File: config.mk
export PLATFORM = sky130hd
export DESIGN_NAME = key_capture
export DESIGN_NICKNAME = d
export VERILOG_FILES = /design/src/rtl/key_capture_pkg.sv /design/src/rtl/key_debounce.sv /design/src/rtl/key_capture.sv
export SDC_FILE = /design/constraint.sdc
export NUM_CORES = 1
export LEC_CHECK = 0
export BUFFER_PORTS_ARGS = -buffer_cell sky130_fd_sc_hd__buf_4
export CAP_MARGIN = 10
export CORE_MARGIN = 1.5
export CORE_UTILIZATION = 57
export CTS_BUF_LIST = sky130_fd_sc_hd__clkbuf_4 sky130_fd_sc_hd__clkbuf_8 sky130_fd_sc_hd__clkbuf_16
export DETAILED_ROUTE_END_ITERATION = 10
export MAX_ROUTING_LAYER = met4
export PLACE_DENSITY = 0.84
export SYNTH_ARGS = -nofsm -noshare
export SYNTH_HDL_FRONTEND = slang
export SYNTH_SLANG_ARGS = --single-unit
File: constraint.sdc
create_clock -name clk -period 4.1 [get_ports clk]
set_input_delay 0.82 -clock clk [delete_from_list [all_inputs] [get_ports clk]]
set_output_delay 0.82 -clock clk [all_outputs]
set_load 0.02 [all_outputs]
File: src/rtl/key_capture_pkg.sv
// Shared IO package: debounce FSM encoding and the memory-mapped IO addresses.
package key_capture_pkg;

  typedef enum logic [1:0] {
    IDLE         = 2'd0,
    PRESS_WAIT   = 2'd1,
    HELD         = 2'd2,
    RELEASE_WAIT = 2'd3
  } deb_state_e;

  localparam logic [31:0] DISPLAY_ADDR  = 32'hFFFF_FFF0;
  localparam logic [31:0] KEY_DATA_ADDR = 32'hFFFF_FFF8;
  localparam logic [31:0] KEY_STAT_ADDR = 32'hFFFF_FFFC;

  // Counter just wide enough to reach cycles-1, so it saturates rather than wraps.
  function automatic int cnt_width(input int unsigned cycles);
    return (cycles > 1) ? $clog2(cycles) : 1;
  endfunction

endpackage

File: src/rtl/key_debounce.sv
// Two-flop synchronizer for button and switches, followed by the press/release debounce FSM.
module key_debounce
  import key_capture_pkg::*;
#(
  parameter int unsigned DEBOUNCE_CYCLES = 2_000_000,
  parameter int unsigned SW_W            = 16
) (
  input  logic            clk_i,
  input  logic            rst_i,
  input  logic            btn_i,
  input  logic [SW_W-1:0] sw_i,
  output logic            level_o,
  output logic            press_o,
  output logic [SW_W-1:0] sw_sync_o,
  output deb_state_e      state_o
);

  localparam int CW = cnt_width(DEBOUNCE_CYCLES);
  localparam logic [CW-1:0] CNT_MAX = CW'(DEBOUNCE_CYCLES - 1);

  logic            btn_s1_q, btn_s2_q;
  logic [SW_W-1:0] sw_s1_q, sw_s2_q;
  deb_state_e      state_q;
  logic [CW-1:0]   cnt_q;
  logic            cnt_at_max;

  always_ff @(posedge clk_i) begin
    if (rst_i) begin
      btn_s1_q <= 1'b0;
      btn_s2_q <= 1'b0;
      sw_s1_q  <= '0;
      sw_s2_q  <= '0;
    end else begin
      btn_s1_q <= btn_i;
      btn_s2_q <= btn_s1_q;
      sw_s1_q  <= sw_i;
      sw_s2_q  <= sw_s1_q;
    end
  end

  assign cnt_at_max = (cnt_q == CNT_MAX);

  always_ff @(posedge clk_i) begin
    if (rst_i) begin
      state_q <= IDLE;
      cnt_q   <= '0;
    end else begin
      case (state_q)
        IDLE: if (btn_s2_q) begin
          state_q <= PRESS_WAIT;
          cnt_q   <= '0;
        end
        PRESS_WAIT: begin
          if (!btn_s2_q)       state_q <= IDLE;
          else if (cnt_at_max) state_q <= HELD;
          else                 cnt_q   <= cnt_q + 1'b1;
        end
        HELD: if (!btn_s2_q) begin
          state_q <= RELEASE_WAIT;
          cnt_q   <= '0;
        end
        RELEASE_WAIT: begin
          if (btn_s2_q)        state_q <= HELD;
          else if (cnt_at_max) state_q <= IDLE;
          else                 cnt_q   <= cnt_q + 1'b1;
        end
        default: state_q <= IDLE;
      endcase
    end
  end

  // Strobe is high in the cycle whose closing edge commits PRESS_WAIT -> HELD.
  assign press_o   = (state_q == PRESS_WAIT) && btn_s2_q && cnt_at_max;
  assign level_o   = (state_q == HELD) || (state_q == RELEASE_WAIT);
  assign sw_sync_o = sw_s2_q;
  assign state_o   = state_q;

endmodule

File: src/rtl/key_capture.sv
// Memory-mapped key capture: debounced confirm button latches the switches for the CPU.
// Optional sticky overrun status bit enabled by defining KEY_CAPTURE_OVERRUN_EN.
module key_capture
  import key_capture_pkg::*;
#(
  parameter int unsigned DEBOUNCE_CYCLES = 2_000_000,
  parameter logic [31:0] DATA_ADDR       = KEY_DATA_ADDR,
  parameter logic [31:0] STAT_ADDR       = KEY_STAT_ADDR
) (
  input  logic        clk,
  input  logic        rst,
  input  logic        switchCtrl,
  input  logic [15:0] switchInput,
  input  logic        confirmation,
  input  logic [31:0] address,
  input  logic        readEn,
  output logic [15:0] dataIOInput,
  output logic        dataReady,
  output logic        pressPulse
);

  logic        press, btn_level, cap, rd_data, overrun;
  logic [15:0] sw_sync;
  deb_state_e  deb_state;
  logic [15:0] data_q, data_d;
  logic        ready_q, ready_d, pulse_q;

  key_debounce #(
    .DEBOUNCE_CYCLES (DEBOUNCE_CYCLES),
    .SW_W            (16)
  ) u_debounce (
    .clk_i     (clk),
    .rst_i     (rst),
    .btn_i     (confirmation),
    .sw_i      (switchInput),
    .level_o   (btn_level),
    .press_o   (press),
    .sw_sync_o (sw_sync),
    .state_o   (deb_state)
  );

  assign cap     = press & switchCtrl;
  assign rd_data = readEn && (address == DATA_ADDR);

  // A capture outranks a same-cycle clearing read.
  always_comb begin
    data_d  = data_q;
    ready_d = ready_q;
    if (cap) begin
      data_d  = sw_sync;
      ready_d = 1'b1;
    end else if (rd_data) begin
      ready_d = 1'b0;
    end
  end

  always_ff @(posedge clk) begin
    if (rst) begin
      data_q  <= 16'h0000;
      ready_q <= 1'b0;
      pulse_q <= 1'b0;
    end else begin
      data_q  <= data_d;
      ready_q <= ready_d;
      pulse_q <= cap;
    end
  end

`ifdef KEY_CAPTURE_OVERRUN_EN
  logic rd_stat, ovr_q, ovr_d;
  assign rd_stat = readEn && (address == STAT_ADDR);

  always_comb begin
    ovr_d = ovr_q;
    if (cap && ready_q) ovr_d = 1'b1;
    else if (rd_stat)   ovr_d = 1'b0;
  end

  always_ff @(posedge clk) begin
    if (rst) ovr_q <= 1'b0;
    else     ovr_q <= ovr_d;
  end

  assign overrun = ovr_q;
`else
  assign overrun = 1'b0;
`endif

  always_comb begin
    dataIOInput = 16'h0000;
    if (address == DATA_ADDR)      dataIOInput = data_q;
    else if (address == STAT_ADDR) dataIOInput = {14'b0, overrun, ready_q};
  end

  assign dataReady  = ready_q;
  assign pressPulse = pulse_q;

  // The press strobe only ever fires from PRESS_WAIT, before the level goes high.
  a_press_from_wait: assert property (@(posedge clk) disable iff (rst)
    press |-> (deb_state == PRESS_WAIT) && !btn_level);

endmodule

==> key figures, run 1 <==
Run status
  • Outcome: finished, final reports clean

Clock tree
  • Postcts setup bufs: 0
  • CTS root buffer: clkbuf_8
  • Worst-skew pair later-pin latency: 350 ps
  • H-Tree Depth: 3
  • CTS Hold Bufs: 0
  • TritonCTS Buffers: 9
  • Clk sink count: 75
  • CTS tree: built
  • Post-CTS resize count: 0
  • Longest Clk Path Bufs: 2
  • Worst-path clk slew: 70 ps

Drt
  • Initial drt markers: 220
  • Final wirelength: 6290 um
  • ANT nets after route: 0
  • Drt pass-1 iters: 4
  • DRC Markers: 0
  • DR vias: 2546
  • WL/cell: 13.8 um
  • Vias/cell: 5.60

Power
  • Leak pwr: 0.00143 uW
  • Power Dens Cells: 371 nW/um2
  • Total power: 1370 uW
  • VDD IR max: 0.000294 V

Synth
  • Register area share after synthesis: 0.505
  • Gate Count Post-Synth: 316
  • Synthesized area: 2970 um2
  • Synth Register Bits: 75
  • Area leader, netlist: dfxtp_1
  • Commonest cells in the netlist: dfxtp_1 (75), nor2b_1 (35), a21oi_1 (29), nand3_1 (22), o21ai_0 (20)
  • Top cell type's share of synthesized area: 0.505
  • Post-synth top flop: dfxtp_1
  • Synth warnings: 0
  • Post-Syn Nets: 370
  • Synth unique cells: 46
  • Ranking of synthesized cells by area: dfxtp_1 (50%), nor2b_1 (7.4%), a21oi_1 (4.9%)
  • Post-synth EDFFs: 0
  • Asr flop ratio synth: 0
  • Post-synthesis area per instance: 9.41 um2
  • Most common cell in the synthesized netlist: dfxtp_1

Die
  • Die ar.: 5660 um2
  • Initial core utilization: 0.586
  • I/O Pins: 71
  • Die Ht: 75.2 um
  • Num rows: 26
  • Core Region: 5070 um2
  • DIE WIDTH: 75.2 um

Worst setup path
  • FF-to-FF setup slack: 1630 ps
  • Worst Path Max Fanout: 16
  • Crit path kind: in -> out
  • Worst setup SP type: primary input
  • Critical path arrival: 2660 ps
  • Worst Setup SP: address[0]
  • Required time worst endpoint: 3280 ps
  • Worst r2r dst: u_debounce.cnt_q[8]
  • Worst R2R Start: u_debounce.cnt_q[12]
  • FF-to-FF path depth: 4
  • Critical Path End Type: output pin

STA
  • Pins over their slew limit: 0
  • Period utilisation layout: 0.848
  • Worst slew pin tran: 931 ps
  • Min cycle time layout: 3480 ps
  • Worst slew margin: 0.380
  • Fin. Hold Viols: 0
  • Post-Route Setup TNS: 0 ps
  • Setup Skew: 7.84 ps
  • Fmax: 288 MHz
  • Final setup vio count: 0
  • Unrepaired setup endpoints after global routing: false

Place
  • Port Buffers: 70
  • GP Congestion: 0.829
  • Post-detail-place hpwl: 4260 um

Global route
  • First-pass GRT wire length: 9650 um
  • Total GRT Usage: 0.237
  • Global route total overflow: 0
  • Initial antenna violation count: 0
  • Number of global-route vias before repair: 2183
  • Largest net degree at the start of global routing: 61

Layout
  • Fraction of layout cells with a size suffix above 1: 0.234
  • Final layout net count: 434
  • Area grow syn2layout: 24.4%
  • ANT cells: 0
  • Final core utilization: 0.729

Min path
  • Hold EP: u_debounce.sw_sync_o[1]
  • Hold Path Origin: u_debounce.sw_s1_q[1]
  • HP Class: reg -> reg
  • Hold-critical path depth: 1

Job
  • Maxcap violations: 0
## per-stage QoR
stage | std cells | setup slack (ps) | instance area [um2] | hold WS, ps
after floorplan | 316 | 1110 | 2970 | 414
after detailed placement | 439 | 653 | 3500 | 424
after CTS | 455 | 603 | 3700 | 441
final | 455 | 624 | 3700 | 439
after global placement | 439 | 746 | 3500 | 417
after global routing | 455 | 544 | 3700 | 452
## how the worst max path moves through the flow
stage,to,slack [ps],cells past startpoint
final,dataIOInput[6],620,6
after floorplan,dataIOInput[10],1110,5
after global placement,dataIOInput[1],750,6
after global routing,dataIOInput[6],540,6
after detailed placement,dataIOInput[1],650,6
after CTS,dataIOInput[6],600,6
## placed cells by master, fill, tap and decap left out, types with 4 or more instances in the layout
cell      instances
clkbuf_8          9
nor2_1            4
nand3_1          22
nand2_1          15
nand4_1          13
and4_1            5
o21ai_0          20
nor2b_1          35
or4_1             7
a21oi_1          29
buf_4            70
or3_1             5
nand2b_1          4
and2_1           17
mux2i_1           4
dfxtp_1          75
## power breakdown
group | internal [uW] | switching (uW) | total (uW)
sequential | 744 | 4.72 | 748
combinational | 43.1 | 27.0 | 70.1
clock | 289 | 265 | 554
## layout make-up
class | instances | area [um2]
Sequential cell | 75 | 1500
Clock buffer | 10 | 131
Fill cell | 402 | 1380
Multi-Input combinational cell | 223 | 1380
Tap cell | 70 | 87.6
Inverter | 1 | 3.75
Timing Repair Buffer | 70 | 526
Clock inverter | 6 | 65.1
## critical path, stage by stage
cell	delay [ps]
buf_4	110
nand4bb_1	170
or4_1	530
nor3_2	610
and2_1	250
buf_4	150
## cell families after synthesis
family,count (synthesis),share of synthesized area
DFF,75,0.505
buffers and inverters,18,0.0299
AOI/OAI and AO/OA,71,0.140
adders and majority gates,1,0.00421
xor gates and xnor gates,4,0.0143
muxes,4,0.0135
and+or+nand+nor,143,0.294
## sequential cells by signal (all words and copies together), names as in the netlist, named ones only
signal / cells
u_debounce.sw_sync_o: 16
u_debounce.btn_s2_q: 1
u_debounce.btn_s1_q: 1
pressPulse: 1
dataReady: 1
u_debounce.sw_s1_q: 16
u_debounce.state_o: 1
u_debounce.cnt_q: 21
data_q: 16
## layer usage
| metal | GRT usage | wire length, um | vias to the layer above |
|---|---|---|---|
| met5 | - | 0 | - |
| met4 | 0.121 | 107 | 0 |
| met3 | 0.0402 | 477 | 10 |
| met2 | 0.376 | 2970 | 104 |
| met1 | 0.292 | 2740 | 1160 |
| li1 | - | - | 1272 |
Power figures use the tool's default switching activity.
==> run 2, diff against run 1 <==
- CORE_UTILIZATION: 57 -> 53
- PLACE_DENSITY: 0.84 -> 0.79
- clock period: 4.1 -> 3.6 ns (I/O delays scaled with it)
==> run 2 against run 1 <==
Setup slack improved by 58 ps. Critical path depth increased by 1. First-iteration DRC count decreased by 27%. Design area increased by 0.95%. Flip-flop and latch count unchanged. Power increased by 18%. Largest cell class unchanged. Routed wire length decreased by 0.38%. Cell count increased by 0.66%. Combinational power increased by 14%. Utilization decreased by 4.7 points. Register-to-register slack got worse by 360 ps.
==> key figures, run 2 (same netlist as run 1, synthesis figures left out) <==
Run status
  • Outcome: finished, final reports clean

Global route
  • Largest net degree at the start of global routing: 61
  • Global route total overflow: 0
  • Number of global-route vias before repair: 2299
  • Total GRT Usage: 0.221
  • First-pass GRT wire length: 10300 um
  • Initial antenna violation count: 0

Clock tree
  • Clk sink count: 75
  • Post-CTS resize count: 0
  • Worst-skew pair later-pin latency: 350 ps
  • CTS Hold Bufs: 0
  • TritonCTS Buffers: 9
  • Worst-path clk slew: 70 ps
  • CTS root buffer: clkbuf_8
  • CTS tree: built
  • H-Tree Depth: 3
  • Longest Clk Path Bufs: 2
  • Postcts setup bufs: 0

Min path
  • HP Class: reg -> reg

Drt
  • Initial drt markers: 160
  • WL/cell: 13.7 um
  • Final wirelength: 6270 um
  • ANT nets after route: 0
  • WL met3: 524 um
  • Met2 WL: 2890 um
  • Vias/cell: 5.47
  • DRC Markers: 0
  • DR vias: 2505
  • WL met1: 2800 um
  • Drt pass-1 iters: 5
  • Uppermost routed layer: met4

Power
  • Clock power frac: 0.426
  • Sequential share of power: 0.524
  • Switching share of power: 0.209
  • Combinational Power Share: 0.049
  • Psw: 340 uW
  • Leak pwr: 0.00145 uW
  • Int Power: 1280 uW
  • VDD IR max: 0.000316 V
  • Power Dens Cells: 435 nW/um2

STA
  • Min cycle time layout: 2920 ps
  • Pins over their slew limit: 0
  • Fmax: 343 MHz
  • Unrepaired setup endpoints after global routing: false
  • Worst slew pin tran: 844 ps
  • Worst slew margin: 0.437
  • Final setup vio count: 0
  • Setup Skew: 8.59 ps
  • Fin. Hold Viols: 0
  • Period utilisation layout: 0.811
  • Post-Route Setup TNS: 0 ps

Layout
  • Non-filler cells, final: 458
  • Post-layout instance area: 3730 um2
  • Commonest non-fill, non-tap cells in the layout: dfxtp_1 (75), buf_4 (72), nor2b_1 (35)
  • Largest Register: u_debounce.cnt_q
  • Storage cell area: 1500 um2
  • Max reg flops: 21
  • Fillers: 449
  • Final layout net count: 436
  • Area grow syn2layout: 25.5%
  • Multi-input gate area: 1380 um2
  • ANT cells: 0
  • Commonest non-fill, non-tap cell in the layout: dfxtp_1
  • Fraction of layout cells with a size suffix above 1: 0.236

Worst setup path
  • Crit path kind: in -> out
  • Critical Path End Type: output pin
  • Critical path arrival: 2200 ps
  • Worst setup SP type: primary input
  • Required time worst endpoint: 2880 ps
  • Worst Path Max Fanout: 16

Die
  • Die Ht: 77.9 um
  • Core Region: 5470 um2
  • Num rows: 27
  • Die ar.: 6070 um2
  • I/O Pins: 71
  • Initial core utilization: 0.543
  • DIE WIDTH: 77.9 um

Place
  • GP Congestion: 0.790
  • Port Buffers: 70
  • Placed Area: 3520 um2
  • Post-detail-place hpwl: 4340 um
  • Placed insts: 443

Job
  • Maxcap violations: 0
run 2: cell count changes in the layout (fill, tap and decap cells not counted), sizes merged:
cell / previous run / this run
clkinv: 3 / 2
bufinv: 1 / 2
clkbuf: 10 / 9
buf: 70 / 72
run 2: power by group through the flow:
| stage | clock (uW) | combinational, uW | sequential [uW] |
|---|---|---|---|
| floorplan | 0 | 32.2 | 869 |
| global placement | 0 | 78.9 | 871 |
| detailed placement | 0 | 80.5 | 871 |
| CTS | 697 | 80.9 | 852 |
| global route | 725 | 87.0 | 853 |
| finish | 693 | 80.0 | 852 |
run 2: final cells by class:
| class | count | area share |
|---|---|---|
| clock buffers | 9 | 0.0332 |
| clock inverters | 6 | 0.0241 |
| inverters | 1 | 0.00101 |
| multi-input cells | 223 | 0.371 |
| flip-flops and latches | 75 | 0.402 |
| well taps | 72 | 0.0241 |
| repair buffers | 72 | 0.145 |
run 2: path summary, 6_finish.rpt:
check	start	to	cells after the start	slack, ps
setup / recovery	address[0]	dataIOInput[2]	7	680
hold reg to reg	u_debounce.sw_s1_q[11]	u_debounce.sw_sync_o[11]	1	440
setup reg to reg	u_debounce.cnt_q[12]	flip-flop	4	1270
hold / removal	u_debounce.sw_s1_q[11]	u_debounce.sw_sync_o[11]	1	440
run 2: critical path: stages:
cell,delay [ps]
buf_4,110
nand4bb_1,170
or4_1,540
nor3_2,170
buf_4,190
and2_1,150
buf_4,140
run 2: stage by stage:
step | total power, uW | setup WS (ps) | utilization | hold WS [ps]
floorplan | 902 | 806 | - | 414
global placement | 950 | 707 | 0.643 | 421
detailed placement | 952 | 654 | 0.643 | 420
CTS | 1630 | 655 | 0.682 | 438
global route | 1670 | 576 | 0.682 | 459
finish | 1620 | 681 | 0.682 | 435
run 2: layer usage:
metal | vias to the layer above | global-route usage
li1 | 1269 | -
met1 | 1143 | 0.282
met2 | 88 | 0.337
met3 | 5 | 0.0471
met4 | 0 | 0.0982
met5 | - | -
